<file path="src/rtl/bcd_updown_counter.sv">
// Multi-digit BCD up/down counter with run/pause toggle, synchronous clear/load
// and a one-cycle terminal-count pulse on wrap in either direction.
module bcd_updown_counter #(
  parameter int DIGITS  = 2,
  parameter int MODULUS = 100
) (
  input  logic                clock,
  input  logic                reset,
  input  logic                start_pause,
  input  logic                cnt_en,
  input  logic                up_dn,
  input  logic                clear,
  input  logic                load,
  input  logic [4*DIGITS-1:0] load_val,
  output logic [4*DIGITS-1:0] count,
  output logic                running,
  output logic                tc,
  output logic                load_err
);

  localparam int W = 4 * DIGITS;

  function automatic longint pow10(input int n);
    longint r;
    r = 1;
    for (int i = 0; i < n; i++) r = r * 10;
    return r;
  endfunction

  if (DIGITS < 1 || DIGITS > 8) begin : g_bad_digits
    $error("bcd_updown_counter: DIGITS must be 1..8");
  end
  if (MODULUS < 2 || longint'(MODULUS) > pow10(DIGITS)) begin : g_bad_modulus
    $error("bcd_updown_counter: MODULUS must be 2..10**DIGITS");
  end

  function automatic logic [W-1:0] to_bcd(input int n);
    logic [W-1:0] r;
    int           m;
    m = n;
    for (int i = 0; i < DIGITS; i++) begin
      r[4*i +: 4] = 4'(m % 10);
      m           = m / 10;
    end
    return r;
  endfunction

  localparam logic [W-1:0] MAX_BCD = to_bcd(MODULUS - 1);

  // Packed valid BCD orders the same as its numeric value, so a plain compare
  // against MAX_BCD is enough once every digit is known to be 0..9.
  function automatic logic bcd_valid(input logic [W-1:0] v);
    logic ok;
    ok = 1'b1;
    for (int i = 0; i < DIGITS; i++)
      if (v[4*i +: 4] > 4'd9) ok = 1'b0;
    return ok && (v <= MAX_BCD);
  endfunction

  function automatic logic [W-1:0] bcd_inc(input logic [W-1:0] v);
    logic [W-1:0] r;
    logic         c;
    r = v;
    c = 1'b1;
    for (int i = 0; i < DIGITS; i++) begin
      if (c) begin
        if (r[4*i +: 4] == 4'd9) begin
          r[4*i +: 4] = 4'd0;
        end else begin
          r[4*i +: 4] = r[4*i +: 4] + 4'd1;
          c           = 1'b0;
        end
      end
    end
    return r;
  endfunction

  function automatic logic [W-1:0] bcd_dec(input logic [W-1:0] v);
    logic [W-1:0] r;
    logic         b;
    r = v;
    b = 1'b1;
    for (int i = 0; i < DIGITS; i++) begin
      if (b) begin
        if (r[4*i +: 4] == 4'd0) begin
          r[4*i +: 4] = 4'd9;
        end else begin
          r[4*i +: 4] = r[4*i +: 4] - 4'd1;
          b           = 1'b0;
        end
      end
    end
    return r;
  endfunction

  logic         sp_prev;
  logic         sp_edge;
  logic [W-1:0] count_n;
  logic         running_n;
  logic         tc_n;
  logic         load_err_n;

  always_comb begin
    sp_edge    = start_pause & ~sp_prev;
    running_n  = running ^ sp_edge;
    count_n    = count;
    tc_n       = 1'b0;
    load_err_n = 1'b0;
    if (clear) begin
      count_n = '0;
    end else if (load) begin
      if (bcd_valid(load_val)) count_n    = load_val;
      else                     load_err_n = 1'b1;
    end else if (running && cnt_en) begin
      // Step uses the pre-toggle running value so an edge and a step can coexist.
      if (up_dn) begin
        if (count == MAX_BCD) begin
          count_n = '0;
          tc_n    = 1'b1;
        end else begin
          count_n = bcd_inc(count);
        end
      end else begin
        if (count == '0) begin
          count_n = MAX_BCD;
          tc_n    = 1'b1;
        end else begin
          count_n = bcd_dec(count);
        end
      end
    end
  end

  // sp_prev resets high so a start_pause held through reset is not an edge.
  always_ff @(posedge clock or posedge reset) begin
    if (reset) begin
      count    <= '0;
      running  <= 1'b0;
      tc       <= 1'b0;
      load_err <= 1'b0;
      sp_prev  <= 1'b1;
    end else begin
      count    <= count_n;
      running  <= running_n;
      tc       <= tc_n;
      load_err <= load_err_n;
      sp_prev  <= start_pause;
    end
  end

endmodule

</file>
<file path="config.mk">
export PLATFORM = sky130hd
export DESIGN_NAME = bcd_updown_counter
export DESIGN_NICKNAME = d
export VERILOG_FILES = /design/src/rtl/bcd_updown_counter.sv
export SDC_FILE = /design/constraint.sdc
export NUM_CORES = 1
export LEC_CHECK = 0
export CAP_MARGIN = 5
export CORE_MARGIN = 2
export CORE_UTILIZATION = 48
export CTS_CLUSTER_DIAMETER = 150
export DETAILED_ROUTE_END_ITERATION = 12
export GPL_TIMING_DRIVEN = 0
export PLACE_DENSITY = 0.9
export SLEW_MARGIN = 10
export SYNTH_ARGS = -nofsm -noshare
export SYNTH_HDL_FRONTEND = slang
export SYNTH_SLANG_ARGS = --single-unit
export TNS_END_PERCENT = 30
</file>
<file path="constraint.sdc">
create_clock -name clock -period 2.34 [get_ports clock]
set_input_delay 0.351 -clock clock [delete_from_list [all_inputs] [get_ports clock]]
set_output_delay 0.351 -clock clock [all_outputs]
set_load 0.02 [all_outputs]
</file>
==> reports/metrics.yaml <==
status: "complete, no violations"
r2r_cells: 7
crit_family: "compound AO/OA/AOI/OAI gates"
insertion_delay_ps: 280
setup_viol_count_final: 0
area_growth_pct: 28.67
grt_use_total_pct: 23.41
antenna_cells: 0
synth_cell_type_count: 41
arrival_ps: 2350
die_h_um: 50.71
start_util_pct: 52.31
synth_edf_count: 0
place_congestion: 0.9098
place_hpwl_um: 2112
switchingPower_w: 0.0003043
fillers: 171
clk_path_buf_depth: 2
synth-seq-cells: 12
avgRoutedWirePerCell_um: 14.63
grt_max_degree: 13
cp_max_fo: 8
post_cts_buffers: 0
dp_cells: 183
synth-seq-area-share_pct: 28.79
synthCells: 132
cp-end-kind: "register"
r2r_end: "count[6]$_DFFE_PP0P_"
p_leak_nw: 0.5492
cts-root-buf: "clkbuf_4"
grt_overflow: 0
yosysWarnings: 0
critPathRequiredTime_ps: 2500
min_path_type: "input pin to asynchronous set/reset pin"
period_needed_ps: 2186
worst_pin_slew_ps: 654.4
reg2reg_slack_ps: 150
ir_drop_mv: 0.5082
fin_crit_sh_pct: 93.42
power_density_nw_per_um2: 564.8
netlist_area_um2: 1047
cp_cell_sequence: "inv_1 > ha_1 > nor3b_2 > a31oi_1 > o31ai_4 > nor2_1 > a2111oi_0"
rsz0062_at_grt: "false"
seqPwrFrac_pct: 35.3
slew_headroom_pct: 56.17
synthFlopType: "dfrtp_1"
reg2reg_from: "count[0]$_DFFE_PP0P_"
clk_pin_slew_ps: 70
top_layer: "met4"
design.core.area_um2: 2002
p_sw_share_pct: 39.98
drc: 0
cts_resized: 0
cpMaxStageDelayCell: "dfrtp_1"
cts-htree-levels: 1
drv_cap: 0
drive_gt1_share_pct: 7.500
io_pins: 26
grt_pass1_vias: 1104
critPathMaxStageDelay_ps: 450
final_cells: 187
drtPass1Iterations: 4
rows: 16
syn_area_per_cell_um2: 7.934
hold_buffers: 0
skew_ps: 2.469
p_comb_share_pct: 46.3
start_kind: "register"
wl_met3_um: 169
hold_viol_final: 0
final_max_slew_viol_count: 0
clockPowerShare_pct: 18.5
intPower_w: 0.0004568
port_buffers: 24
setup_tns_ps: 0
drt_iter0_drc: 37
fmax_mhz: 457.5
synth_nets: 155
fin_nets: 184
die-area_um2: 2572
whs_ps: 365.4
cts_tree: "yes"
critPathKind: "register to register"
met1Wirelength_um: 1126
crit_buf_inv: 1
cts.sinks: 12
num_vias: 1111
cts_inserted_buffers: 3
drtAntennaViolNets: 0
grt_pass1_wl_um: 4636
totalWireLength_um: 2736
async_reset_ff_share_pct: 100.0
antenna_found_initial: 0
dr_wl_met2_um: 1408
die_w_um: 50.71
post_drt_via_cell_ratio: 5.941
## routing by layer
layer / GRT usage (%) / vias to the layer above
li1: - / 536
met1: 26.44 / 519
met2: 43.86 / 49
met3: 5.060 / 7
met4: 6.306 / 0
met5: 0 / -
## area by class of cell
cell class	count	area (µm²)	share of cell area, %
clock buffers	4	26.28	1.950
repair buffers	24	240.2	17.83
plain buffers	7	27.53	2.043
multi-input cells	99	665.6	49.40
flip-flops and latches	12	301.5	22.38
well taps	27	33.78	2.507
inverters	14	52.55	3.900
## sequential cells by signal (all words and copies together) (netlist names)
signal	count
tc	1
running	1
count	8
load_err	1
sp_prev	1
## Yosys cell counts, types with 2 or more instances
library cell  instances  area, µm²
a2111oi_0             2      17.52
a211oi_1              4      30.03
a21oi_1               8      40.04
a31oi_1               4      25.02
and3_1                2      12.51
clkbuf_1              6      22.52
dfrtp_1              11      275.3
ha_1                  8      100.1
inv_1                13      48.80
nand2_1              11      41.29
nand2b_1              2      12.51
nand3_1               8      40.04
nand3b_1              2      15.01
nor2_1               11      41.29
nor3_1                2      10.01
o211ai_1              4      30.03
o21ai_0               8      40.04
o22ai_1               3      18.77
## logic make-up (layout without fill, tap and decap cells)
family                   after synthesis  count (layout)  synth area share (%)
AND/OR/NAND/NOR                       45              45                 22.58
AO/OA/AOI/OAI                         44              44                 29.63
buffers and inverters                 21              49                 7.646
flip-flops                            12              12                 28.79
adder cells (fa/ha/maj)                8               8                 9.558
XOR/XNOR                               1               1                0.8365
multiplexers                           1               1                0.9558
## power by group through the flow
stage	Sequential (W)	Clock, W	Combinational [W]
after floorplan	0.000298	0	0.000192
after global placement	0.000270	0	0.000333
after detailed placement	0.000272	0	0.000347
after CTS	0.000269	0.000141	0.000349
after global routing	0.000273	0.000147	0.000386
final	0.000268	0.000141	0.000352
## per-stage QoR
stage | total power, W | area (µm²) | setup slack [ps] | utilization [%]
3_5_place_dp | 0.0006195 | 1321 | 98.73 | 66.00
3_3_place_gp | 0.0006032 | 1321 | 202.7 | 66.00
4_1_cts | 0.0007585 | 1348 | 161.9 | 67.31
5_1_grt | 0.0008066 | 1348 | 29.42 | 67.31
6_report | 0.0007611 | 1348 | 154.1 | 67.31
2_1_floorplan | 0.0004899 | 1047 | 381.0 | -
## cells in the final DEF, fill, tap and decap left out, drive strengths merged, types with 3 or more instances in the layout
master / instances
clkbuf: 10
a21oi: 8
o211ai: 4
nor3: 3
a31oi: 4
dfrtp: 11
o22ai: 3
o21ai: 8
nor2: 11
nand2: 11
inv: 14
nand3: 8
ha: 8
a211oi: 4
clkdlybuf4s50: 24
## worst max path at each step
stage                         start              endpoint  slack [ps]  cells after the start
2_1_floorplan  count[0]$_DFFE_PP0P_  count[6]$_DFFE_PP0P_         380                      7
3_3_place_gp                   load  count[6]$_DFFE_PP0P_         200                      6
5_1_grt        count[0]$_DFFE_PP0P_  count[6]$_DFFE_PP0P_          30                      7
3_5_place_dp                   load  count[6]$_DFFE_PP0P_         100                      6
4_1_cts        count[0]$_DFFE_PP0P_  count[6]$_DFFE_PP0P_         160                      7
6_report       count[0]$_DFFE_PP0P_  count[6]$_DFFE_PP0P_         150                      7
Note: power is estimated with default switching activity, not from simulation.
